### config.mk
export PLATFORM = sky130hd
export DESIGN_NAME = serial_chunk_adder_flat
export DESIGN_NICKNAME = d
export VERILOG_FILES = /design/src/rtl/serial_chunk_adder_if.sv /design/src/rtl/serial_chunk_adder.sv /design/src/flat_wrapper.sv
export SDC_FILE = /design/constraint.sdc
export NUM_CORES = 1
export LEC_CHECK = 0
export ABC_AREA = 1
export BUFFER_PORTS_ARGS = -buffer_cell sky130_fd_sc_hd__buf_4
export CELL_PAD_IN_SITES_DETAIL_PLACEMENT = 1
export CELL_PAD_IN_SITES_GLOBAL_PLACEMENT = 2
export CORE_ASPECT_RATIO = 1.1
export CORE_MARGIN = 3
export CORE_UTILIZATION = 34
export CTS_CLUSTER_DIAMETER = 100
export DETAILED_ROUTE_END_ITERATION = 6
export PLACE_DENSITY = 0.84
export SYNTH_ARGS = -nofsm -noshare
export SYNTH_HDL_FRONTEND = slang
export SYNTH_SLANG_ARGS = --single-unit
### constraint.sdc
create_clock -name clk -period 3.25 [get_ports clk]
set_clock_uncertainty 0.2 [all_clocks]
set_input_delay 0.65 -clock clk [delete_from_list [all_inputs] [get_ports clk]]
set_output_delay 0.65 -clock clk [all_outputs]
set_load 0.02 [all_outputs]
### src/rtl/serial_chunk_adder_if.sv
// Operand/result bundle for serial_chunk_adder.
// Optional macro SERIAL_ADDER_OVF_EN adds the signed-overflow flag.
interface serial_chunk_adder_if #(
    parameter int WIDTH = 16
);
    logic             start;
    logic             sub;
    logic [WIDTH-1:0] a;
    logic [WIDTH-1:0] b;
    logic             cin;
    logic             busy;
    logic             done;
    logic [WIDTH-1:0] sum;
    logic             cout;
`ifdef SERIAL_ADDER_OVF_EN
    logic             ovf;
`endif

    // Requester side: issues operations, observes results
    modport master (
        output start, sub, a, b, cin,
`ifdef SERIAL_ADDER_OVF_EN
        input  ovf,
`endif
        input  busy, done, sum, cout
    );

    // Adder side: accepts operations, produces results
    modport slave (
        input  start, sub, a, b, cin,
`ifdef SERIAL_ADDER_OVF_EN
        output ovf,
`endif
        output busy, done, sum, cout
    );
endinterface

### src/rtl/serial_chunk_adder.sv
// Multi-cycle adder/subtractor: WIDTH-bit operands processed CHUNK bits per
// clock, LSB slice first, with the inter-slice carry held in a register.
// Optional macro SERIAL_ADDER_OVF_EN adds a registered signed-overflow output.
module serial_chunk_adder #(
    parameter int WIDTH = 16,
    parameter int CHUNK = 4
) (
    input  logic                  clk,
    input  logic                  rst,
    serial_chunk_adder_if.slave   bus
);
    localparam int N  = WIDTH / CHUNK;
    localparam int CW = (N > 1) ? $clog2(N) : 1;

    typedef enum logic {IDLE, RUN} state_t;

    state_t           state_reg, state_next;
    logic [WIDTH-1:0] a_reg, b_reg, shift_reg, sum_reg;
    logic [WIDTH-1:0] a_shift, b_shift, shift_next, b_eff;
    logic [CW-1:0]    cnt_reg;
    logic             carry_reg, cout_reg, done_reg;
    logic [CHUNK:0]   slice_sum;
    logic             last_slice, load, step;

    // Subtraction is a + ~b + 1: invert B bitwise when sub is set
    genvar gi;
    generate
        for (gi = 0; gi < WIDTH; gi++) begin : g_beff
            assign b_eff[gi] = bus.b[gi] ^ bus.sub;
        end
    endgenerate

    // One slice of the add, with a spare bit for the carry out
    assign slice_sum = {1'b0, a_reg[CHUNK-1:0]} + {1'b0, b_reg[CHUNK-1:0]}
                     + {{CHUNK{1'b0}}, carry_reg};

    // Operand registers drain right; result fills from the MSB end.
    // With a single slice there is nothing left to shift.
    generate
        if (CHUNK == WIDTH) begin : g_single
            assign a_shift    = '0;
            assign b_shift    = '0;
            assign shift_next = slice_sum[CHUNK-1:0];
        end else begin : g_multi
            assign a_shift    = {{CHUNK{1'b0}}, a_reg[WIDTH-1:CHUNK]};
            assign b_shift    = {{CHUNK{1'b0}}, b_reg[WIDTH-1:CHUNK]};
            assign shift_next = {slice_sum[CHUNK-1:0], shift_reg[WIDTH-1:CHUNK]};
        end
    endgenerate

    assign last_slice = (cnt_reg == CW'(N - 1));

    // State register
    always_ff @(posedge clk or posedge rst) begin
        if (rst) begin
            state_reg <= IDLE;
        end else begin
            state_reg <= state_next;
        end
    end

    // Next-state logic: accept start only in IDLE, leave RUN after last slice
    always_comb begin
        state_next = state_reg;
        load       = 1'b0;
        step       = 1'b0;
        case (state_reg)
            IDLE: begin
                if (bus.start) begin
                    load       = 1'b1;
                    state_next = RUN;
                end
            end
            RUN: begin
                step = 1'b1;
                if (last_slice) begin
                    state_next = IDLE;
                end
            end
            default: state_next = IDLE;
        endcase
    end

    // Datapath: latch operands on start, process one slice per RUN cycle,
    // publish sum/cout only on the final slice so they hold while busy
    always_ff @(posedge clk or posedge rst) begin
        if (rst) begin
            a_reg     <= '0;
            b_reg     <= '0;
            shift_reg <= '0;
            sum_reg   <= '0;
            cnt_reg   <= '0;
            carry_reg <= 1'b0;
            cout_reg  <= 1'b0;
            done_reg  <= 1'b0;
        end else begin
            done_reg <= 1'b0;
            if (load) begin
                a_reg     <= bus.a;
                b_reg     <= b_eff;
                carry_reg <= bus.sub | bus.cin;
                cnt_reg   <= '0;
            end else if (step) begin
                a_reg     <= a_shift;
                b_reg     <= b_shift;
                shift_reg <= shift_next;
                carry_reg <= slice_sum[CHUNK];
                cnt_reg   <= cnt_reg + CW'(1);
                if (last_slice) begin
                    sum_reg  <= shift_next;
                    cout_reg <= slice_sum[CHUNK];
                    done_reg <= 1'b1;
                end
            end
        end
    end

`ifdef SERIAL_ADDER_OVF_EN
    logic ovf_reg;
    logic msb_carry_in;

    // Carry into the result MSB, recovered from the top bit of the last slice
    assign msb_carry_in = a_reg[CHUNK-1] ^ b_reg[CHUNK-1] ^ slice_sum[CHUNK-1];

    // Signed overflow: carry into MSB differs from carry out of MSB
    always_ff @(posedge clk or posedge rst) begin
        if (rst) begin
            ovf_reg <= 1'b0;
        end else if (step && last_slice) begin
            ovf_reg <= msb_carry_in ^ slice_sum[CHUNK];
        end
    end

    assign bus.ovf = ovf_reg;
`endif

    assign bus.busy = (state_reg == RUN);
    assign bus.done = done_reg;
    assign bus.sum  = sum_reg;
    assign bus.cout = cout_reg;
endmodule

### src/flat_wrapper.sv
// flat-port wrapper written by rule: the top's interface ports become plain ports
module serial_chunk_adder_flat 
#(
    parameter int WIDTH = 16,
    parameter int CHUNK = 4
)
  (clk, rst, bus_start, bus_sub, bus_a, bus_b, bus_cin, bus_busy, bus_done, bus_sum, bus_cout);
  serial_chunk_adder_if #(.WIDTH(WIDTH)) bus_i ();
  input  logic clk;
  input  logic rst;
  input wire logic [$bits(bus_i.start)-1:0] bus_start;
  input wire logic [$bits(bus_i.sub)-1:0] bus_sub;
  input wire logic [$bits(bus_i.a)-1:0] bus_a;
  input wire logic [$bits(bus_i.b)-1:0] bus_b;
  input wire logic [$bits(bus_i.cin)-1:0] bus_cin;
  output wire logic [$bits(bus_i.busy)-1:0] bus_busy;
  output wire logic [$bits(bus_i.done)-1:0] bus_done;
  output wire logic [$bits(bus_i.sum)-1:0] bus_sum;
  output wire logic [$bits(bus_i.cout)-1:0] bus_cout;
  assign bus_i.start = bus_start;
  assign bus_i.sub = bus_sub;
  assign bus_i.a = bus_a;
  assign bus_i.b = bus_b;
  assign bus_i.cin = bus_cin;
  assign bus_busy = bus_i.busy;
  assign bus_done = bus_i.done;
  assign bus_sum = bus_i.sum;
  assign bus_cout = bus_i.cout;
  serial_chunk_adder #(.WIDTH(WIDTH), .CHUNK(CHUNK)) u_core (.clk(clk), .rst(rst), .bus(bus_i));
endmodule
Word-level counts from Yosys, hierarchy flattened:

Cells that the tools add are included.

* reductions and logical operators: 3
* multiplexer cells: 16
* add/sub/neg operators: 3
* bitwise gates (word level): 19
* eq/ne operators: 1

Operator list (count)
* $mux W16: 4
* $xor A1 B1 Y1: 16
* $mux W1: 9
* $add A4 B4 Y5: 1
* $add A5 B1 Y5: 1
* $mux W2: 2
* $reduce_and A3 Y1: 1
* $add A2 B1 Y2 const B: 1
* $eq A2 B2 Y1 const B: 1
* $not A1 Y1: 2
* $pmux W1 S2: 1
* $reduce_and A2 Y1: 1
* $reduce_bool A2 Y1: 1
* $or A1 B1 Y1: 1

* output and inout port bits: 19
* register bits after elaboration: 70

Depth between registers and ports, before layout:

* depth after elaboration: 4
* depth in mapped cells: 8
* depth with buffers taken out: 8

Least setup slack after synthesis:

OpenSTA, ideal clock, no wires.

* path kind: register to register
* start point: register u_core.carry_reg
* end point: register u_core.carry_reg
* clock period less this slack: 1.807 ns
* data arrival time: 1.538 ns
* path buffers: 0
* setup time: 0.069 ns
* stages on the path, launching flop included: 7
* slack: 1.443 ns
* cells stage by stage: dfrtp_1 -> inv_1 -> fa_1 -> fa_1 -> o21ai_0 -> nand2_1 -> nand3_1

* word-level cells in the longest chain between the ends: 3

RTL lines
* from (decl): line serial_chunk_adder.sv:21 `logic carry_reg, cout_reg, done_reg;`
* from (signal assigned): line serial_chunk_adder.sv:101 `carry_reg <= bus.sub | bus.cin;`
* from (signal assigned): line serial_chunk_adder.sv:107 `carry_reg <= slice_sum[CHUNK];`
* $add A5 B1 Y5: line serial_chunk_adder.sv:35 `+ {{CHUNK{1'b0}}, carry_reg};`
* $mux W1: line serial_chunk_adder.sv:103 `end else if (step) begin`
* $mux W1: line serial_chunk_adder.sv:98 `if (load) begin`

No other way between the ends. The select of a mux whose other input is x is not followed.
A chain may end at the register's enable or synchronous reset.

Worst setup path in the final report:

* start point: register u_core.state_reg, in the netlist u_core.bus.busy
* end point: output bus_busy

RTL lines
* from (decl): line serial_chunk_adder.sv:17 `state_t state_reg, state_next;`
* from (signal assigned): line serial_chunk_adder.sv:58 `state_reg <= state_next;`
* to (decl): line flat_wrapper.sv:16 `output wire logic [$bits(bus_i.busy)-1:0] bus_busy;`

No word-level cell between the ends.

==> summary.txt <==
DP HPWL -> 4327 um
Sequential area share after synthesis -> 57.34%
Top FF cell, synth -> dfrtp_1
Final Max Slew Viols -> 0
Final hold viol count -> 0
CP max-delay cell -> dfrtp_1
Commonest non-fill, non-tap cell in the layout -> nand2_1
# DRC -> 0
Clk root buf -> clkbuf_8
Cell Area, Synth -> 2880 sq um
Yosys warning total -> 0
Port buffer count -> 55
Final period util -> 71.38%
Critical path fanouts, max -> 26
Die area -> 9613 sq um
Area Overhead vs Synth -> 23.33%
Worst path buffer plus inverter count -> 1
Total CTS buffers -> 9
Share of layout cells above drive strength 1 -> 24.29%
FP Rows -> 34
Starting DRC count in detailed routing -> 91
Antenna violations before repair -> 0
Crit-path leading delay family -> flip-flops
# diodes -> 0
Total track usage -> 13.66%
EDFF count, synth -> 0
Setup violations, final -> 0
Outcome -> finished, final reports clean
CTS tree -> done
WS Path Type -> reg2out
Vias in the first global route -> 2190
Die Y -> 102.5 um
GRT overflow -> 0
Synth top area cells -> dfrtp_1 (57%), nand2_1 (11%), o21ai_0 (7.0%), xnor2_1 (4.6%), a22oi_1 (3.9%)
Drt wl/cell -> 13.07 um
Peak VDD IR -> 296.0 uV
Total Routed Length -> 5986 um
Post-synth top area cell -> dfrtp_1
Final #Nets -> 388
Power density cells -> 873.9 nW/um^2
Pwr Total -> 3.104 mW
Worst skew pair latency -> 0.33 ns
RSZ-0062 raised after global routing -> false
Total number of vias -> 2151
Tightest Hold Check Type -> reg2reg
Clk slew on worst S/H paths -> 0.07 ns
H-tree depth -> 3
Worst slew pin tran -> 0.8203 ns
Final setup TNS -> 0 ns
Number of synthesized register bits -> 66
Most frequent cells in the layout -> nand2_1 (81), dfrtp_1 (66), buf_4 (59)
Worst Path Required -> 2.40 ns
Maximum clock frequency -> 431.0 MHz
Chip width -> 93.76 um
Vias per cell -> 4.697
CTS sink count -> 66
Placer Congestion -> 0.7401
First-pass GRT wire length -> 10340 um
Post-layout min period -> 2.320 ns
Post-layout util -> 43.95%
Unique cell type count in the Yosys netlist -> 23
Leakage -> 1.719 nW
Placed Cells -> 442
Non-Filler Instances -> 458
Syn_area_per_cell -> 9.932 sq um
# resized after CTS -> 0
CP endpoint kind -> primary output
Async S/R FF share, synth -> 100.0%
Arr. time, crit path -> 1.47 ns
Clk buf depth -> 2
Total of max-cap violations -> 0
Worst-path cell chain -> buf_4
Synth Instances -> 290
Top cell type's share of synthesized area -> 57.34%
Mapped Nets -> 333
Core area -> 8083 sq um
Largest net degree at the start of global routing -> 67
CTS Hold Bufs -> 0
Final ANT Viol Nets -> 0
DR pass1 iterations -> 4
Post CTS Setup Buffer Count -> 0
Peak per-stage delay on the critical path -> 0.86 ns
CP startpoint kind -> flip-flop
I/O pin count -> 56
Initial Util -> 35.63%
Slew headroom -> 45.31%
[cell families after synthesis]
kind of cell	count (synthesis)	share of synthesized area [%]
buffers and inverters	41	7.341
XOR/XNOR	16	4.866
AND/OR/NAND/NOR	91	12.42
AO/OA/AOI/OAI	70	14.90
flip-flops	66	57.34
adder cells (fa/ha/maj)	6	3.128
[cells in the mapped netlist, drive strengths merged (2+ instances only)]
| cell | number |
|---|---|
| a21oi | 3 |
| a22oi | 15 |
| buf | 13 |
| clkbuf | 2 |
| dfrtp | 66 |
| fa | 2 |
| ha | 4 |
| inv | 26 |
| nand2 | 82 |
| nand3 | 7 |
| nor2 | 2 |
| o211ai | 3 |
| o21ai | 44 |
| o221ai | 4 |
| xnor2 | 15 |
[routing by layer]
layer	wire length (um)	up-vias	track usage [%]
met2	2822	49	22.06
met3	260	9	2.628
li1	-	1060	-
met4	98	0	5.667
met1	2803	1033	18.13
met5	0	-	0
[through the flow]
step	hold slack (ns)	cell area (sq um)	setup slack [ns]
2_1_floorplan	0.2498	2880	0.7452
3_3_place_gp	0.2567	3347	1.165
3_5_place_dp	0.2681	3347	1.116
4_1_cts	0.2726	3552	0.8958
5_1_grt	0.2972	3552	0.8253
6_report	0.2675	3552	0.9300
[area by class of cell]
type | count | area [sq um]
flip-flops and latches | 66 | 1652
clock buffers | 12 | 155.1
clock inverters | 4 | 50.05
well taps | 108 | 135.1
inverters | 26 | 97.59
fillers | 946 | 4531
multi-input cells | 183 | 1020
repair buffers | 59 | 442.9
[worst paths after layout]
check / start / end / slack (ns) / cells past startpoint
worst max-delay path: u_core.bus.busy$_DFF_PP0_ / bus_busy / 0.93 / 1
worst min-delay path: u_core.shift_reg[11]$_DFFE_PP0P_ / u_core.shift_reg[7]$_DFFE_PP0P_ / 0.27 / 2
worst max register to register: u_core.bus.busy$_DFF_PP0_ / u_core.carry_reg$_DFFE_PP0P_ / 1.12 / 5
worst min register to register: u_core.shift_reg[11]$_DFFE_PP0P_ / u_core.shift_reg[7]$_DFFE_PP0P_ / 0.27 / 2
max in group asynchronous: rst / u_core.bus.sum[6]$_DFFE_PP0P_ / 1.95 / 3
min in group asynchronous: rst / u_core.bus.sum[4]$_DFFE_PP0P_ / 0.35 / 3
[power by group]
part           switching, mW  internal [mW]
clock network          0.304          0.395
registers              0.200           1.13
logic                  0.633          0.437
total                   1.14           1.97
No activity file was read; power rests on OpenSTA's default activity.
